[src/rtl/clock_divider_multi.sv]
`default_nettype none
// ============================================================================
// clock_divider_multi : NUM_CH glitch-free programmable clock dividers with
//                       shadowed divisor/high time, enable, period tick, sync
// Revision: 1.0
// ============================================================================
module clock_divider_multi #(
  parameter int NUM_CH      = 2,
  parameter int COUNT_WIDTH = 8,
  parameter int DEFAULT_DIV = 6
) (
  input  logic                          clk,
  input  logic                          rst,
  input  logic [NUM_CH-1:0]             en,
  input  logic [NUM_CH-1:0]             load,
  input  logic [NUM_CH*COUNT_WIDTH-1:0] div_in,
  input  logic [NUM_CH*COUNT_WIDTH-1:0] high_in,
  input  logic                          sync,
  output logic [NUM_CH-1:0]             out,
  output logic [NUM_CH-1:0]             tick,
  output logic [NUM_CH-1:0]             pending
);

  localparam logic [COUNT_WIDTH-1:0] DIV_RST  = COUNT_WIDTH'(DEFAULT_DIV);
  localparam logic [COUNT_WIDTH-1:0] HIGH_RST = COUNT_WIDTH'(DEFAULT_DIV / 2);
  localparam logic [COUNT_WIDTH-1:0] DIV_MIN  = COUNT_WIDTH'(2);

  typedef enum logic [0:0] {IDLE = 1'b0, RUN = 1'b1} state_t;

  for (genvar i = 0; i < NUM_CH; i++) begin : g_ch
    state_t                  state, state_nx;
    logic [COUNT_WIDTH-1:0]  cnt, cnt_nx;
    logic [COUNT_WIDTH-1:0]  div_act, div_act_nx, high_act, high_act_nx;
    logic [COUNT_WIDTH-1:0]  div_sh, div_sh_nx, high_sh, high_sh_nx;
    logic [COUNT_WIDTH-1:0]  div_slice, div_cap, high_cap;
    logic                    out_q, out_nx, tick_q, tick_nx, pend_q, pend_nx;
    logic                    pend_cap, apply;

    assign div_slice = div_in[i*COUNT_WIDTH +: COUNT_WIDTH];

    // Shadow as it would look after this edge's load, so a load landing on a
    // wrap/sync edge is applied immediately instead of waiting a whole period.
    assign div_cap  = load[i] ? ((div_slice < DIV_MIN) ? DIV_MIN : div_slice) : div_sh;
    assign high_cap = load[i] ? high_in[i*COUNT_WIDTH +: COUNT_WIDTH] : high_sh;
    assign pend_cap = load[i] | pend_q;

    always_comb begin
      state_nx    = state;
      cnt_nx      = cnt;
      div_act_nx  = div_act;
      high_act_nx = high_act;
      div_sh_nx   = div_cap;
      high_sh_nx  = high_cap;
      pend_nx     = pend_cap;
      apply       = 1'b0;
      tick_nx     = 1'b0;
      out_nx      = 1'b0;

      unique case (state)
        IDLE: begin
          cnt_nx = '0;
          if (en[i]) begin
            state_nx = RUN;
            tick_nx  = 1'b1;
          end else begin
            apply = pend_cap;
          end
        end
        RUN: begin
          if (!en[i]) begin
            state_nx = IDLE;
            cnt_nx   = '0;
          end else if (sync || (cnt == div_act - COUNT_WIDTH'(1))) begin
            cnt_nx  = '0;
            tick_nx = 1'b1;
            apply   = pend_cap;
          end else begin
            cnt_nx = cnt + COUNT_WIDTH'(1);
          end
        end
        default: state_nx = IDLE;
      endcase

      if (apply) begin
        div_act_nx  = div_cap;
        high_act_nx = high_cap;
        pend_nx     = 1'b0;
      end

      // en=1 means the channel is in RUN after this edge, in either state.
      if (en[i]) out_nx = (cnt_nx < high_act_nx);
    end

    always_ff @(posedge clk or posedge rst) begin
      if (rst) begin
        state    <= IDLE;
        cnt      <= '0;
        div_act  <= DIV_RST;
        high_act <= HIGH_RST;
        div_sh   <= DIV_RST;
        high_sh  <= HIGH_RST;
        out_q    <= 1'b0;
        tick_q   <= 1'b0;
        pend_q   <= 1'b0;
      end else begin
        state    <= state_nx;
        cnt      <= cnt_nx;
        div_act  <= div_act_nx;
        high_act <= high_act_nx;
        div_sh   <= div_sh_nx;
        high_sh  <= high_sh_nx;
        out_q    <= out_nx;
        tick_q   <= tick_nx;
        pend_q   <= pend_nx;
      end
    end

    assign out[i]     = out_q;
    assign tick[i]    = tick_q;
    assign pending[i] = pend_q;
  end

endmodule
`default_nettype wire

[config.mk]
export PLATFORM = sky130hd
export DESIGN_NAME = clock_divider_multi
export DESIGN_NICKNAME = d
export VERILOG_FILES = /design/src/rtl/clock_divider_multi.sv
export SDC_FILE = /design/constraint.sdc
export NUM_CORES = 1
export LEC_CHECK = 0
export BUFFER_PORTS_ARGS = -buffer_cell sky130_fd_sc_hd__buf_2
export CAP_MARGIN = 5
export CORE_MARGIN = 1.5
export CORE_UTILIZATION = 59
export CTS_CLUSTER_SIZE = 30
export DETAILED_ROUTE_END_ITERATION = 8
export PLACE_DENSITY_LB_ADDON = 0.15
export SETUP_SLACK_MARGIN = 0.15
export SYNTH_ARGS = -nofsm -noshare
export SYNTH_HDL_FRONTEND = slang
export SYNTH_SLANG_ARGS = --single-unit
[constraint.sdc]
create_clock -name clk -period 5.1 [get_ports clk]
set_clock_uncertainty 0.15 [all_clocks]
set_input_delay 1.02 -clock clk [delete_from_list [all_inputs] [get_ports clk]]
set_output_delay 1.02 -clock clk [all_outputs]
set_load 0.03 [all_outputs]
Word-level counts from Yosys, hierarchy flattened
Index checks and enable logic that the tools add are counted.

operators by class
  add/subtract/negate cells = 4
  multiply operators = 0
  divide/modulo/power cells = 0
  magnitude comparators = 4
  eq/ne operators = 2
  shift operators = 0
  mux-type cells = 34
  bitwise logic cells = 4
  reduce and logical (&&, ||, !) cells = 2

operators by type and width
  operator                                                     count
  two-way mux 8 bit                                            12
  case mux 8 bit (2 select lines)                              2
  adder 8 x 1 -> 8 bit (second input constant)                 2
  == test 8 bit                                                2
  less-than comparator 8 x 2 -> 1 bit (second input constant)  2
  less-than comparator 8 bit                                   2
  two-way mux 1 bit                                            16
  subtractor 8 x 1 -> 8 bit (second input constant)            2
  case mux 1 bit (2 select lines)                              4
  logical OR 1 bit                                             2
  NOT 1 bit                                                    2
  OR 1 bit                                                     2

storage, ports and cells
  flip-flop bits (word level) = 88
  bits in latches = 0
  memory bits (writable) = 0
  bits in read-only memories = 0
  input bits = 39
  output and inout port bits = 6
  logic and storage cells = 68
  memories = 0

Depth between registers and ports, before layout
Gate-level depths: netlist of the first run.

  depth in word-level cells = 9
  gate-level depth with buffers = 16
  depth with buffers taken out = 15

Worst setup path after synthesis of the first run
No wires, ideal clock.

  kind = flip-flop to flip-flop
  start = register g_ch[1].div_act[0]
  end = register g_ch[1].out_q
  setup time = 0.095 ns
  data arrival time = 3.807 ns
  required time = 4.855 ns
  slack = 1.047 ns
  stages on the path, launching flop included = 15
  buffers on the path = 1
  clock period less this slack = 4.053 ns
  cell sequence = dfrtp_1 > inv_1 > ha_1 > or3b_2 > nor3_1 > xnor2_1 > o2111ai_1 > a211oi_2 > buf_2 > mux2i_1 > ha_1 > a211o_1 > a2111o_1 > a41o_1 > o31ai_1

on the way
  cells in the longest elaborated chain, start to end = 9
  elaborated cells between the ends (all ways) = 12
  those cells by class = 1 x add/sub; 1 x order compare; 1 x eq/ne; 8 x mux; 1 x reduce/logical

ends and longest elaborated chain
  element                          line  text
  start: declaration               33    logic [COUNT_WIDTH-1:0] div_act, div_act_nx, high_act, high_act_nx;
  start signal: assignment         108   div_act <= div_act_nx;
  subtractor 8 x 1 -> 8 bit *      73    end else if (sync || (cnt == div_act - COUNT_WIDTH'(1))) begin
  == test 8 bit *                  73
  logical OR 1 bit *               73
  two-way mux 1 bit                73
  two-way mux 1 bit                70    if (!en[i]) begin
  case mux 1 bit (2 select lines)  59    unique case (state)
  two-way mux 8 bit                84    if (apply) begin
  less-than comparator 8 bit *     91    if (en[i]) out_nx = (cnt_nx < high_act_nx);
  two-way mux 1 bit *              91
  via g_ch[1].out_nx               36    logic out_q, out_nx, tick_q, tick_nx, pend_q, pend_nx;
  end signal: assignment           112   out_q <= out_nx;
  end: declaration                 36

Mark *: on every way through the listed nets, which the timed path passes. The rest lies on a longest branch.
A chain may end at the register's enable or synchronous reset.

Worst setup path after layout of the first run
Same ends and word-level chain as after synthesis.

==> flow_summary_export.csv, run 1 <==
group,metric,value,unit
power_and_ir_drop,pwr_density_cell,364,mW/mm^2
sta,fin_tns_setup,0,ps
final_layout,final_cell_mix,"72 x dfrtp_1, 45 x mux2_2, 44 x buf_2, 29 x nor2_1, 18 x ha_1",
place,place_congestion,0.825,
synth,synth_cells,392,
worst_setup_path,cp_common_cell,"ha_1",
worst_setup_path,critPathCaptureType,"flip-flop",
synth,async_flop_share,1.00,
sta,period_minus_slack,4470,ps
grt,grtUsageMet1,0.324,
place,place_area,0.00495,mm^2
sta,rsz0062_at_grt,"no",
final_layout,final_common_cell,"dfrtp_1",
floorplan,initial_utilization,0.606,
clocking,cts_made_buffers,9,
clocking,clock-sinks,88,
sta,worst_slew_pin_slew,1050,ps
worst_setup_path,worstPathMaxFanout,10,
place,place_inst,523,
place,post-dp-hpwl,6.12,mm
synth,yosysSeqAreaShare,0.477,
grt,antenna_found_initial,0,
power_and_ir_drop,leakage,2.33,nW
final_layout,area_growth,10.9,%
grt,grt_util_all_layers,0.219,
synth,yosys.area.top_type,"dfrtp_1",
clocking,postCtsHoldBufs,0,
synth,synth_seq_cells,88,
routing,dr.pass1.iters,4,
routing,vias,3054,
final_layout,fin_cells,539,
worst_setup_path,crit_chain,"inv_1, ha_1, or3b_2, nor3_1, xnor2_1, o2111ai_1, a211oi_4, buf_4, mux2i_1, ha_1, nand4_1, nor2_1, a2111o_1, a41o_1, o31ai_1",
synth,yosys_warnings,0,
hold_path,hold_path_class,"flip-flop to flip-flop",
synth,synth.top_cells.by_area,"dfrtp_1 39%, mux2_2 11%, dfstp_2 9.0%",
power_and_ir_drop,power.total,1.88,mW
clocking,cts_tree,"yes",
grt,grt_max_degree,64,
grt,grt_use_met2,0.323,
sta,relSlewSlack,0.302,
power_and_ir_drop,irDropWorstVdd,202,uV
floorplan,core-area,0.00769,mm^2
grt,grt_pass1_vias,3069,
sta,drv_slew,0,
worst_setup_path,crit_family,"compound AO/OA/AOI/OAI gates",
floorplan,die_x,91.9,um
worst_setup_path,critPathSlowestCell,"a211oi_4",
final_layout,final_layout_size_suffix_gt1_frac,0.332,
grt,grt_pass1_wl,14.5,mm
floorplan,dieHeight,91.9,um
routing,dr.first_iter.drc_count,144,
routing,drc,0,
final_layout,final_nets,489,
worst_setup_path,start_kind,"flip-flop",
worst_setup_path,crit_required,5220,ps
worst_setup_path,arrival,4590,ps
grt,grt_overflow_total,0,
grt,grt_use_met3,0.0315,
routing,detail_route.wl_per_cell,15.9,um
routing,viasPerCell,5.67,
synth,ys_types,56,
worst_setup_path,path_buf_inv,2,
routing,totalWireLength,8.58,mm
worst_setup_path,critPathMaxStageDelay,660,ps
worst_setup_path,worstSetupPathType,"flip-flop to flip-flop",
job,maxCapViolations,0,
clocking,cts_setup_buffers,0,
synth,ys.flop_type,"dfrtp_1",
synth,synth.net_count,449,
outcome,status,"complete, no violations",
place,port_buffers,44,
floorplan,rows,32,
sta,setup_violations,0,
sta,period_share,0.876,
final_layout,fin_area,0.00517,mm^2
clocking,path_clk_slew,90,ps
final_layout,fill_cells,621,
synth,synth_top_area_share,0.386,
sta,max_freq,224,MHz
synth,netlist_area,0.00466,mm^2
clocking,cts.path.max_buffers,2,
sta,final_hold_viol_count,0,
grt,top_usage_layer,"met1",
floorplan,dieArea,0.00844,mm^2
synth,synth_edf_count,0,
floorplan,ios,45,
clocking,post_cts_resized,0,
synth,avgSynthCellArea,11.9,um^2
clocking,htreeDepth,3,
final_layout,diodes,0,
clocking,ctsRootBufferMaster,"clkbuf_8",
clocking,clkLatencyLatePin,360,ps
routing,antenna_left,0,
[worst register-to-register path: cells and delay by family (launching register included)]
family                   cells  cell delay, ps
adder cells (fa/ha/maj)      2             450
buffers and inverters        2             350
multiplexers                 1             210
AND/OR/NAND/NOR              4             870
AO/OA/AOI/OAI                5            1770
flip-flops                   1             450
XOR/XNOR                     1             140
[cells by family (layout without fill, tap and decap cells)]
family,Yosys count,after routing,share of synthesized area
simple gates,99,99,0.114
flops,88,88,0.477
mux,72,72,0.181
compound gates,51,51,0.0888
buf+inv,35,80,0.0368
xor+xnor,29,29,0.0545
fa+ha+maj,18,18,0.0483
[flip-flops by register name, indices dropped and copies added, names as in the netlist]
name	cells
g_ch.tick_q	2
g_ch.out_q	2
g_ch.state	2
g_ch.div_sh	16
g_ch.cnt	16
g_ch.pend_q	2
g_ch.high_act	16
g_ch.high_sh	16
g_ch.div_act	16
[final timing paths]
path | startpoint | endpoint | slack (ps) | cells past startpoint
worst max-delay path | g_ch[1].div_act[0]$_DFFE_PP0N_ | g_ch[1].out_q$_DFF_PP0_ | 630 | 15
worst min-delay path | g_ch[1].div_sh[5]$_DFF_PP0_ | g_ch[1].div_sh[5]$_DFF_PP0_ | 350 | 1
worst max register to register | g_ch[1].div_act[0]$_DFFE_PP0N_ | g_ch[1].out_q$_DFF_PP0_ | 630 | 15
worst min register to register | g_ch[1].div_sh[5]$_DFF_PP0_ | g_ch[1].div_sh[5]$_DFF_PP0_ | 350 | 1
max in group asynchronous | rst | g_ch[1].high_sh[1]$_DFF_PP1_ | 3110 | 3
min in group asynchronous | rst | g_ch[1].div_act[4]$_DFFE_PP0N_ | 730 | 2
[where the power goes]
group,switching [mW],internal [mW],total [mW]
Sequential,0.0915,0.820,0.912
Combinational,0.202,0.231,0.434
Clock,0.233,0.303,0.536
[area by class of cell]
| type | count | area [um^2] | area share |
|---|---|---|---|
| Multi-Input combinational cell | 269 | 2290 | 0.442 |
| Sequential cell | 88 | 2220 | 0.430 |
| Timing Repair Buffer | 48 | 250 | 0.0484 |
| Clock buffer | 13 | 159 | 0.0307 |
| Tap cell | 102 | 128 | 0.0247 |
| Clock inverter | 3 | 65.1 | 0.0126 |
| Inverter | 16 | 61.3 | 0.0119 |
[through the flow]
| step | util | hold slack, ps | worst slack, ps |
|---|---|---|---|
| floorplan | - | 318 | 1050 |
| global placement | 0.643 | 329 | 690 |
| detailed placement | 0.643 | 335 | 607 |
| CTS | 0.673 | 351 | 552 |
| global route | 0.673 | 365 | 251 |
| finish | 0.673 | 348 | 631 |
[routing by layer]
metal | wire, um | vias up
li1 | - | 1491
met1 | 4480 | 1491
met2 | 3690 | 62
met3 | 282 | 10
met4 | 129 | 0
met5 | 0 | -
[synthesized netlist by cell type (7+ instances only)]
| master | instances |
|---|---|
| mux2_4 | 13 |
| mux2_2 | 45 |
| nand2_1 | 10 |
| nand3_1 | 13 |
| nor2b_1 | 8 |
| mux2i_1 | 14 |
| dfrtp_1 | 72 |
| clkbuf_1 | 8 |
| nor3_1 | 7 |
| a21oi_1 | 8 |
| xor2_1 | 13 |
| dfstp_2 | 16 |
| inv_1 | 16 |
| ha_1 | 18 |
| nor2_1 | 29 |
| xnor2_1 | 16 |
(Power assumes the default switching activity.)
==> run 2: changes to the inputs <==
==> constraint.sdc (replaced) <==
create_clock -name clk -period 4.5 [get_ports clk]
set_clock_uncertainty 0.15 [all_clocks]
set_input_delay 0.9 -clock clk [delete_from_list [all_inputs] [get_ports clk]]
set_output_delay 0.9 -clock clk [all_outputs]
set_load 0.03 [all_outputs]
==> flow_summary_export.csv, run 2 (synthesis results as in run 1) <==
group,metric,value,unit
worst_setup_path,cp_common_cell,"ha_1",
clocking,cts.path.max_buffers,2,
routing,dr.first_iter.drc_count,146,
power_and_ir_drop,leakage,2.35,nW
routing,antenna_left,0,
clocking,cts_tree,"yes",
grt,grt_util_all_layers,0.229,
worst_setup_path,rr_worst_depth,16,
routing,dr.pass1.iters,4,
floorplan,core-area,0.00769,mm^2
final_layout,fill_cells,586,
worst_setup_path,start_kind,"flip-flop",
floorplan,ios,45,
final_layout,diodes,0,
sta,final_hold_viol_count,0,
worst_setup_path,arrival,4210,ps
power_and_ir_drop,pwr_density_cell,406,mW/mm^2
final_layout,seq_area,0.00222,mm^2
floorplan,initial_utilization,0.606,
grt,grt_pass1_vias,3151,
sta,relSlewSlack,0.435,
grt,grt_max_degree,53,
place,post-dp-hpwl,6.39,mm
routing,vias,3095,
floorplan,die_x,91.9,um
floorplan,rows,32,
routing,drc,0,
worst_setup_path,cp.depth,16,
clocking,ctsRootBufferMaster,"clkbuf_8",
worst_setup_path,crit_family,"compound AO/OA/AOI/OAI gates",
worst_setup_path,critPathSlowestCell,"or3b_2",
routing,detail_route.wl_per_cell,16.3,um
worst_setup_path,rr_startpoint,"g_ch[1].div_act[0]$_DFFE_PP0N_",
floorplan,dieArea,0.00844,mm^2
sta,setup_violations,0,
sta,timing.final.ws_setup,395,ps
sta,finalHoldWorstSlack,346,ps
final_layout,final_layout_size_suffix_gt1_frac,0.344,
sta,drv_slew,0,
clocking,clkLatencyLatePin,350,ps
worst_setup_path,path_buf_inv,2,
grt,grt_pass1_wl,15.2,mm
final_layout,multi_input_area,0.00230,mm^2
place,place_ws,289,ps
sta,fin_tns_setup,0,ps
hold_path,hold_path_class,"flip-flop to flip-flop",
place,place_area,0.00498,mm^2
final_layout,final_nets,495,
worst_setup_path,worstPathMaxFanout,8,
final_layout,area_growth,11.7,%
clocking,htreeDepth,3,
worst_setup_path,crit_required,4600,ps
routing,viasPerCell,5.69,
worst_setup_path,setup.worst_path.start,"g_ch[1].div_act[0]$_DFFE_PP0N_",
worst_setup_path,critPathCaptureType,"flip-flop",
power_and_ir_drop,irDropWorstVdd,204,uV
sta,worst_slew_pin_slew,846,ps
routing,totalWireLength,8.84,mm
place,place_congestion,0.895,
sta,period_share,0.912,
job,maxCapViolations,0,
worst_setup_path,worstSetupPathType,"flip-flop to flip-flop",
final_layout,final_cell_mix,"72 x dfrtp_1, 45 x mux2_2, 44 x buf_2, 29 x nor2_1, 18 x ha_1",
clocking,postCtsHoldBufs,0,
clocking,path_clk_slew,90,ps
clocking,clock-sinks,88,
sta,rsz0062_at_grt,"no",
sta,max_freq,244,MHz
hold_path,hold_depth,1,
grt,antenna_found_initial,0,
clocking,cts_made_buffers,9,
final_layout,final_common_cell,"dfrtp_1",
place,port_buffers,44,
floorplan,dieHeight,91.9,um
hold_path,worstHoldStart,"g_ch[0].div_sh[6]$_DFF_PP0_",
worst_setup_path,critPathMaxStageDelay,470,ps
power_and_ir_drop,power.total,2.12,mW
worst_setup_path,crit_chain,"inv_1, ha_1, or3b_2, nor3_1, xnor2_1, o2111ai_1, buf_4, nand3_1, nor2_1, ha_1, a21o_1, a21oi_1, nor2b_1, a2111o_1, a41o_1, o31ai_1",
sta,period_minus_slack,4110,ps
grt,grt_overflow_total,0,
outcome,status,"complete, no violations",
final_layout,fin_area,0.00521,mm^2
==> run 2: layout make-up <==
class                           count  area share
Tap cell                          102      0.0245
Multi-Input combinational cell    269       0.441
Clock inverter                      4      0.0139
Sequential cell                    88       0.427
Timing Repair Buffer               54      0.0567
Inverter                           16      0.0118
Clock buffer                       11      0.0252
==> run 2: path summary, 6_finish.rpt <==
| path | slack (ps) | endpoint |
|---|---|---|
| worst min-delay path | 350 | g_ch[0].div_sh[6]$_DFF_PP0_ |
| worst max register to register | 390 | g_ch[1].out_q$_DFF_PP0_ |
| max in group asynchronous | 2660 | g_ch[1].high_sh[1]$_DFF_PP1_ |
| min in group asynchronous | 540 | g_ch[0].cnt[3]$_DFF_PP0_ |
| worst min register to register | 350 | g_ch[0].div_sh[6]$_DFF_PP0_ |
| worst max-delay path | 390 | g_ch[1].out_q$_DFF_PP0_ |
==> run 2: metrics by stage <==
step                      utilization  std cells
final                           0.677        544
after global routing            0.677        544
after CTS                       0.674        542
after detailed placement        0.647        527
after global placement          0.647        527
after floorplan                     -        392
==> run 2: layer usage <==
metal,vias up,GRT usage,wire length (um)
met5,-,0,0
met4,0,0.0808,149
met3,12,0.0315,257
met2,54,0.348,3880
met1,1516,0.336,4550
li1,1513,-,-
==> run 2: what timing repair did <==
item	CTS	global route
setup buffers	0	2
endpoints found under the setup margin	0	1
resized for setup	0	3
==> run 2: where the power goes <==
group	switching [mW]	internal (mW)
clock	0.270	0.310
sequential	0.104	0.930
combinational	0.235	0.267
==> run 3: changes to the inputs <==
--- a/config.mk
+++ b/config.mk
@@ -5,8 +5,7 @@
 export SDC_FILE = /design/constraint.sdc
 export NUM_CORES = 1
 export LEC_CHECK = 0
-export BUFFER_PORTS_ARGS = -buffer_cell sky130_fd_sc_hd__buf_2
-export CAP_MARGIN = 5
+export BUFFER_PORTS_ARGS = -buffer_cell sky130_fd_sc_hd__buf_4
 export CORE_MARGIN = 1.5
 export CORE_UTILIZATION = 59
 export CTS_CLUSTER_SIZE = 30
==> flow_summary_export.csv, run 3 (synthesis results as in run 1) <==
group,metric,value,unit
outcome,status,"complete, no violations",
hold_path,hold_depth,1,
worst_setup_path,r2r_end,"g_ch[0].out_q$_DFF_PP0_",
routing,viasPerCell,5.74,
grt,grt_util_all_layers,0.225,
routing,top_layer,"met4",
sta,drv_slew,0,
worst_setup_path,worstPathMaxFanout,15,
clocking,ctsRootBufferMaster,"clkbuf_8",
sta,fin_tns_setup,0,ps
floorplan,ios,45,
routing,detail_route.wl_per_cell,16.4,um
floorplan,dieArea,0.00844,mm^2
clocking,cts_tree,"yes",
routing,dr.pass1.iters,4,
clocking,path_clk_slew,90,ps
floorplan,die_x,91.9,um
final_layout,final_layout_size_suffix_gt1_frac,0.353,
hold_path,worstHoldStart,"g_ch[1].div_sh[6]$_DFF_PP0_",
sta,period_share,0.924,
hold_path,whs_endpoint,"g_ch[1].div_sh[6]$_DFF_PP0_",
routing,wl_met3,361,um
place,post-dp-hpwl,6.60,mm
sta,worst_slew_pin_slew,872,ps
place,port_buffers,44,
clocking,postCtsHoldBufs,0,
final_layout,final_common_cell,"dfrtp_1",
sta,rsz0062_at_grt,"no",
sta,relSlewSlack,0.418,
worst_setup_path,worstSetupPathType,"flip-flop to flip-flop",
grt,grt_max_degree,55,
clocking,clkLatencyLatePin,360,ps
grt,grt_pass1_wl,15.0,mm
final_layout,utilization,0.693,
place,place_ws,239,ps
sta,period_minus_slack,4160,ps
clocking,cts_made_buffers,9,
grt,grt_overflow_total,0,
clocking,clock-sinks,88,
routing,totalWireLength,8.99,mm
worst_setup_path,rr_worst_depth,16,
place,place_congestion,0.847,
final_layout,area_growth,14.3,%
worst_setup_path,start_kind,"flip-flop",
worst_setup_path,critPathCaptureType,"flip-flop",
sta,setup_violations,0,
floorplan,dieHeight,91.9,um
floorplan,initial_utilization,0.606,
sta,timing.final.ws_setup,343,ps
clocking,htreeDepth,3,
floorplan,rows,32,
final_layout,final_nets,497,
routing,antenna_left,0,
final_layout,fin_area,0.00533,mm^2
worst_setup_path,rr_startpoint,"g_ch[0].div_act[0]$_DFFE_PP0N_",
final_layout,final_cell_mix,"72 x dfrtp_1, 55 x buf_4, 45 x mux2_2, 29 x nor2_1, 18 x ha_1",
routing,met2WireLength,4.12,mm
power_and_ir_drop,power.total,2.09,mW
power_and_ir_drop,irDropWorstVdd,201,uV
power_and_ir_drop,leakage,2.40,nW
clocking,cts.path.max_buffers,2,
grt,grt_pass1_vias,3146,
sta,final_hold_viol_count,0,
grt,antenna_found_initial,0,
hold_path,hold_path_class,"flip-flop to flip-flop",
sta,max_freq,241,MHz
power_and_ir_drop,pwr_density_cell,393,mW/mm^2
worst_setup_path,arrival,4270,ps
worst_setup_path,r2r_slack,340,ps
floorplan,core-area,0.00769,mm^2
routing,dr.first_iter.drc_count,149,
job,maxCapViolations,0,
worst_setup_path,crit_required,4610,ps
routing,wl_met1,4.39,mm
routing,vias,3140,
routing,drc,0,
final_layout,diodes,0,
place,place_area,0.00508,mm^2
## run 3: stage by stage
| stage | instances | hold WS (ps) |
|---|---|---|
| 2_1_floorplan | 392 | 318 |
| 3_3_place_gp | 526 | 328 |
| 3_5_place_dp | 526 | 338 |
| 4_1_cts | 542 | 355 |
| 5_1_grt | 547 | 373 |
| 6_report | 547 | 354 |
## run 3: per-layer routing
layer  track usage  vias up
li1              -     1512
met1         0.319     1537
met2         0.359       75
met3        0.0290       16
met4        0.0782        0
met5             0        -
## run 3: worst max-delay path by stage
| stage | from | to | slack [ps] | cells past startpoint |
|---|---|---|---|---|
| after floorplan | g_ch[1].div_act[0]$_DFFE_PP0N_ | g_ch[1].out_q$_DFF_PP0_ | 450 | 14 |
| after global placement | g_ch[0].div_act[0]$_DFFE_PP0N_ | g_ch[0].out_q$_DFF_PP0_ | 440 | 14 |
| after detailed placement | g_ch[0].div_act[0]$_DFFE_PP0N_ | g_ch[0].out_q$_DFF_PP0_ | 240 | 16 |
| after CTS | g_ch[0].div_act[0]$_DFFE_PP0N_ | g_ch[0].out_q$_DFF_PP0_ | 190 | 14 |
| after global routing | g_ch[0].div_act[0]$_DFFE_PP0N_ | g_ch[0].out_q$_DFF_PP0_ | 150 | 16 |
| final | g_ch[0].div_act[0]$_DFFE_PP0N_ | g_ch[0].out_q$_DFF_PP0_ | 340 | 16 |
## run 3: final cells by class
cell class / instances / area (um^2)
Clock buffer: 9 / 124
Timing Repair Buffer: 56 / 424
Inverter: 16 / 61.3
Tap cell: 102 / 128
Sequential cell: 88 / 2220
Fill cell: 580 / 2360
Multi-Input combinational cell: 269 / 2300
Clock inverter: 7 / 72.6
## run 3: power breakdown
part / switching (mW) / internal (mW)
logic: 0.238 / 0.283
clock network: 0.280 / 0.256
registers: 0.105 / 0.930
## run 3: worst max-delay path, stage by stage (launching register included)
cell and delay, ps:
dfrtp_1 460, inv_1 90, ha_1 190, or3b_1 380
or4_4 500, a2111oi_4 370, o2111a_2 310, o31ai_4 130
buf_6 210, mux2i_1 180, ha_1 270, a21o_1 160
a21oi_1 210, nand2_1 90, nor2_1 90, o41ai_1 70
o31ai_1 190
## run 3: what timing repair did
action,CTS,global route
buffers inserted,0,5
endpoints found under the setup margin,0,1
gates resized for setup,0,4
